--- src/rtl/game_pkg.sv ---
// Shared types and grid helpers for the player movement logic.
// Directions, FSM states and edge-saturating coordinate steps live here.
package game_pkg;

    typedef enum logic [2:0] {
        DIR_NONE,
        DIR_UP,
        DIR_DOWN,
        DIR_LEFT,
        DIR_RIGHT
    } dir_t;

    typedef enum logic {
        ST_IDLE,
        ST_PENDING
    } mover_state_t;

    localparam int GRID_DIM = 4;
    localparam logic [1:0] GRID_MAX = 2'(GRID_DIM - 1);

    // Coordinates stop at the grid edge instead of wrapping.
    function automatic logic [1:0] step_dec(input logic [1:0] v);
        return (v == 2'd0) ? v : v - 2'd1;
    endfunction

    function automatic logic [1:0] step_inc(input logic [1:0] v);
        return (v == GRID_MAX) ? v : v + 2'd1;
    endfunction

endpackage

--- src/rtl/button_debouncer.sv ---
// Synchronizes one raw active-low button, debounces it and emits a
// one-cycle pulse on each accepted press (debounced 1->0 transition).
module button_debouncer #(
    parameter int DEBOUNCE_CYCLES = 250000
) (
    input  logic clk,
    input  logic rst,
    input  logic btn_raw,
    output logic press
);

    localparam int CNT_W = $clog2(DEBOUNCE_CYCLES + 1);
    localparam logic [CNT_W-1:0] CNT_LAST = CNT_W'(DEBOUNCE_CYCLES - 1);

    logic [1:0]       sync_q, sync_d;
    logic             db_q, db_d;
    logic [CNT_W-1:0] cnt_q, cnt_d;
    logic             press_q, press_d;

    always_comb begin
        sync_d  = {sync_q[0], btn_raw};
        db_d    = db_q;
        cnt_d   = '0;
        press_d = 1'b0;
        // Any sample matching the debounced state restarts the count.
        if (sync_q[1] != db_q) begin
            if (cnt_q == CNT_LAST) begin
                db_d    = ~db_q;
                press_d = db_q;
            end else begin
                cnt_d = cnt_q + 1'b1;
            end
        end
    end

    always_ff @(posedge clk or negedge rst) begin
        if (!rst) begin
            sync_q  <= 2'b11;
            db_q    <= 1'b1;
            cnt_q   <= '0;
            press_q <= 1'b0;
        end else begin
            sync_q  <= sync_d;
            db_q    <= db_d;
            cnt_q   <= cnt_d;
            press_q <= press_d;
        end
    end

    assign press = press_q;

endmodule

--- src/rtl/player_mover.sv ---
// Debounces four buttons and moves the player on a 4x4 grid, committing
// each accepted move only at the start of vertical sync.
module player_mover
    import game_pkg::*;
#(
    parameter int DEBOUNCE_CYCLES = 250000,
    parameter int START_ROW       = 0,
    parameter int START_COL       = 0
) (
    input  logic       clk,
    input  logic       rst,
    input  logic       vsync,
    input  logic       btn_up,
    input  logic       btn_down,
    input  logic       btn_left,
    input  logic       btn_right,
    output logic [3:0] player_address,
    output logic       frame_tick,
    output logic       move_pending
);

    localparam logic [1:0] ROW_RST = 2'(START_ROW);
    localparam logic [1:0] COL_RST = 2'(START_COL);

    logic [3:0] btn_raw;
    logic [3:0] press;

    assign btn_raw = {btn_up, btn_down, btn_left, btn_right};

    for (genvar i = 0; i < 4; i++) begin : g_btn
        button_debouncer #(
            .DEBOUNCE_CYCLES(DEBOUNCE_CYCLES)
        ) u_deb (
            .clk    (clk),
            .rst    (rst),
            .btn_raw(btn_raw[i]),
            .press  (press[i])
        );
    end

    dir_t         press_dir;
    mover_state_t state_q, state_d;
    dir_t         pend_dir_q, pend_dir_d;
    logic [1:0]   row_q, row_d;
    logic [1:0]   col_q, col_d;
    logic         vsync_q, vsync_d;
    logic         frame_tick_q, frame_tick_d;

    // Same-cycle presses resolve up > down > left > right; the rest are dropped.
    always_comb begin
        press_dir = DIR_NONE;
        if (press[3])      press_dir = DIR_UP;
        else if (press[2]) press_dir = DIR_DOWN;
        else if (press[1]) press_dir = DIR_LEFT;
        else if (press[0]) press_dir = DIR_RIGHT;
    end

    always_comb begin
        state_d      = state_q;
        pend_dir_d   = pend_dir_q;
        row_d        = row_q;
        col_d        = col_q;
        vsync_d      = vsync;
        frame_tick_d = vsync_q & ~vsync;

        case (state_q)
            ST_IDLE: begin
                if (press_dir != DIR_NONE) begin
                    state_d    = ST_PENDING;
                    pend_dir_d = press_dir;
                end
            end
            ST_PENDING: begin
                // Later presses are ignored; the first latched move wins.
                if (frame_tick_q) begin
                    case (pend_dir_q)
                        DIR_UP:    row_d = step_dec(row_q);
                        DIR_DOWN:  row_d = step_inc(row_q);
                        DIR_LEFT:  col_d = step_dec(col_q);
                        DIR_RIGHT: col_d = step_inc(col_q);
                        default:   ;
                    endcase
                    state_d    = ST_IDLE;
                    pend_dir_d = DIR_NONE;
                end
            end
            default: state_d = ST_IDLE;
        endcase
    end

    always_ff @(posedge clk or negedge rst) begin
        if (!rst) begin
            state_q      <= ST_IDLE;
            pend_dir_q   <= DIR_NONE;
            row_q        <= ROW_RST;
            col_q        <= COL_RST;
            vsync_q      <= 1'b1;
            frame_tick_q <= 1'b0;
        end else begin
            state_q      <= state_d;
            pend_dir_q   <= pend_dir_d;
            row_q        <= row_d;
            col_q        <= col_d;
            vsync_q      <= vsync_d;
            frame_tick_q <= frame_tick_d;
        end
    end

    assign player_address = {row_q, col_q};
    assign frame_tick     = frame_tick_q;
    assign move_pending   = (state_q == ST_PENDING);

endmodule

--- config.mk ---
export PLATFORM = sky130hd
export DESIGN_NAME = player_mover
export DESIGN_NICKNAME = d
export VERILOG_FILES = /design/src/rtl/game_pkg.sv /design/src/rtl/button_debouncer.sv /design/src/rtl/player_mover.sv
export SDC_FILE = /design/constraint.sdc
export NUM_CORES = 1
export LEC_CHECK = 0
export ABC_AREA = 1
export BUFFER_PORTS_ARGS = -buffer_cell sky130_fd_sc_hd__buf_2
export CAP_MARGIN = 20
export CORE_UTILIZATION = 60
export DETAILED_ROUTE_END_ITERATION = 7
export PLACE_DENSITY = 0.76
export SLEW_MARGIN = 20
export SYNTH_ARGS = -nofsm -noshare
export SYNTH_HDL_FRONTEND = slang
export SYNTH_HIERARCHICAL = 1
export SYNTH_SLANG_ARGS = --single-unit
--- constraint.sdc ---
create_clock -name clk -period 2.9 [get_ports clk]
set_input_delay 0.58 -clock clk [delete_from_list [all_inputs] [get_ports clk]]
set_output_delay 0.58 -clock clk [all_outputs]
set_load 0.03 [all_outputs]
==> metrics.yaml <==
flow_run:
  cap_violations: 0
final_layout:
  n_antenna_cell: 0
  layout.nets: 692
  fin_area_mm2: 0.005635
  area_growth_pct: 7.060
  drive_gt1_frac: 0.1647
routing:
  num_vias: 4091
  first_pass_iters: 6
  drc: 0
  wl_mm: 9.710
  via_per_inst: 5.172
  ant_nets: 0
  avgRoutedWirePerCell_um: 12.28
  drtIter0Drc: 160
placed_design:
  dp_hpwl_mm: 7.145
  gp_congestion: 0.8815
  placed_area_mm2: 0.005455
  place_ws_ns: 1.481
  portBuffers: 12
critical_path:
  crit_family: "flip-flops"
  critPathMaxFanout: 4
  critical_path.n_buffers_inverters: 1
  path_depth: 1
  rr_worst_depth: 6
  critical_path.max_stage_delay_ns: 0.44
  critPathCaptureType: "output pin"
  ff2ff_setup_slack_ns: 1.41
  critPathKind: "flop to output pin"
  arrival_ns: 1.02
  crit_chain: "buf_2"
  critPathRequiredTime_ns: 2.32
  slowest_stage: "dfrtp_1"
  cp-start-kind: "flop"
sta:
  slew_violations: 0
  grt_setup_unrepaired: "false"
  timing.final.ws_setup_ns: 1.296
  setup_violations: 0
  fin_crit_sh: 0.5530
  max-slew-margin-rel: 0.6052
  setup_tns_ns: 0
  post-route-min-period_ns: 1.604
  worst_pin_slew_ns: 0.5923
  skew_ns: 0.01344
  finalHoldViolCount: 0
  max_freq_mhz: 623.5
logic_synthesis:
  ys_seq_area_frac: 0.4690
  syn_avg_cell_area_um2: 7.975
  synth_edf_count: 0
  synthCells: 660
  ys_types: 28
  ys_ff_latch: 98
  synthesis.area_mm2: 0.005264
  async_flop_share: 1.000
  dominantRegCellSynth: "dfrtp_1"
  synth.net_count: 671
  synth_warnings: 6
die:
  initial_utilization: 0.6311
  core-area_mm2: 0.008341
  rows: 33
  dieArea_mm2: 0.009152
  die_y_um: 95.67
  io_pins: 13
  die_w_um: 95.67
power_and_ir_drop:
  cellPowerDensity_mw_per_mm2: 409.5
  finalPower_mw: 2.308
  p_leak_nw: 2.635
  ir_worst_vdd_mv: 0.2860
clock_network:
  numCtsBuffers: 9
  holdBufCountCts: 0
  clock_path_buffers: 2
  h-tree-depth: 3
  cts_setup_buffers: 0
  numClockSinks: 98
  ctsResizeCount: 0
  clk_latency_ns: 0.36
  cts_tree: "yes"
  path_clk_slew_ns: 0.09
  root_buffer: "clkbuf_8"
outcome:
  outcome: "complete, no violations"
grt:
  grt_pass1_vias: 3886
  grt_use_total: 0.2397
  grt_max_degree: 55
  grt_pass1_wl_mm: 16.88
  gr-total-overflow: 0
  antenna_found_initial: 0
hold_path:
  hp-class: "input port to async pin"
cell families (layout without fill, tap and decap cells):
logic type                 after synthesis  in the layout  synth area share
DFF                                     98             98            0.4690
and+or+nand+nor                        378            378            0.3359
buffers and inverters                  102            128           0.07488
AOI/OAI and AO/OA                       42             42           0.04659
adders and majority gates                4              4          0.009508
xor gates and xnor gates                36             36           0.06418
synthesized netlist by cell type, types with 4 or more instances:
cell type,n,share of area
a21oi_1,15,0.014
a21oi_2,6,0.010
dfrtp_1,85,0.40
dfstp_2,13,0.065
ha_1,4,0.0095
inv_1,89,0.063
inv_2,10,0.0071
nand2_1,130,0.093
nand2_2,13,0.015
nand2_4,5,0.011
nand3_1,40,0.038
nand3_2,5,0.0095
nand3b_1,4,0.0057
nand4_1,12,0.014
nor2_1,125,0.089
nor2_2,20,0.024
nor2_4,10,0.021
nor3_1,10,0.0095
nor3b_1,4,0.0057
o21ai_0,6,0.0057
o21ai_1,8,0.0076
xnor2_1,8,0.013
xor2_1,25,0.042
cells in the final DEF, fill, tap and decap left out, types with 6 or more instances in the layout:
| cell | count |
|---|---|
| inv_2 | 10 |
| dfrtp_1 | 85 |
| nor2_1 | 125 |
| a21oi_1 | 15 |
| clkbuf_8 | 10 |
| nor3_1 | 10 |
| nand4_1 | 12 |
| nor2_2 | 20 |
| inv_1 | 89 |
| nand2_2 | 13 |
| nand2_1 | 130 |
| xnor2_1 | 8 |
| nand3_1 | 40 |
| o21ai_0 | 6 |
| a21oi_2 | 6 |
| nor2_4 | 10 |
| o21ai_1 | 8 |
| xor2_1 | 25 |
| dfstp_2 | 13 |
| buf_2 | 11 |
power breakdown:
part           internal (mW)  total, mW  switching (mW)
logic                 0.0252     0.0890          0.0638
clock network          0.341      0.810           0.469
registers               1.39       1.41          0.0175
total                   1.76       2.31           0.551
area by class of cell:
cell class                      instances  area, µm²
Fill cell                             688       2705
Sequential cell                        98       2469
Multi-Input combinational cell        460       2401
Inverter                               99      371.6
Clock buffer                           11      141.4
Tap cell                              105      131.4
Timing Repair Buffer                   13      82.58
Clock inverter                          5      38.79
path summary, 6_finish.rpt:
kind                                                from                  endpoint
worst min-delay path                                 rst  g_btn[2].u_deb/cnt_q[14]
worst max register to register   g_btn[1].u_deb/cnt_q[0]   g_btn[1].u_deb/cnt_q[9]
min in group clk                                btn_left  g_btn[1].u_deb/sync_q[0]
worst min register to register  g_btn[1].u_deb/sync_q[0]  g_btn[1].u_deb/sync_q[1]
max in group asynchronous                            rst       g_btn[3].u_deb/db_q
worst max-delay path                        move_pending              move_pending
routing by layer:
| metal | vias up | routed length (µm) | GRT usage |
|---|---|---|---|
| li1 | 2084 | - | - |
| met1 | 1951 | 4653 | 0.3146 |
| met2 | 45 | 4677 | 0.4018 |
| met3 | 11 | 225 | 0.03429 |
| met4 | 0 | 154 | 0.09204 |
| met5 | - | 0 | 0 |
registers in the layout (all words and copies together) (netlist names), 2 cells and up:
register	count
g_btn.u_deb/cnt_q	72
row_q	2
g_btn.u_deb/db_q	4
g_btn.u_deb/sync_q	8
pend_dir_q	3
g_btn.u_deb/press	4
col_q	2
per-stage QoR:
stage / utilization / std cells / hold slack (ns)
after global placement: 0.6541 / 775 / 0.3455
after floorplan: - / 660 / 0.2844
final: 0.6757 / 791 / 0.2120
after global routing: 0.6757 / 791 / 0.2537
after CTS: 0.6757 / 791 / 0.2248
after detailed placement: 0.6541 / 775 / 0.3473
(Power assumes the default switching activity.)
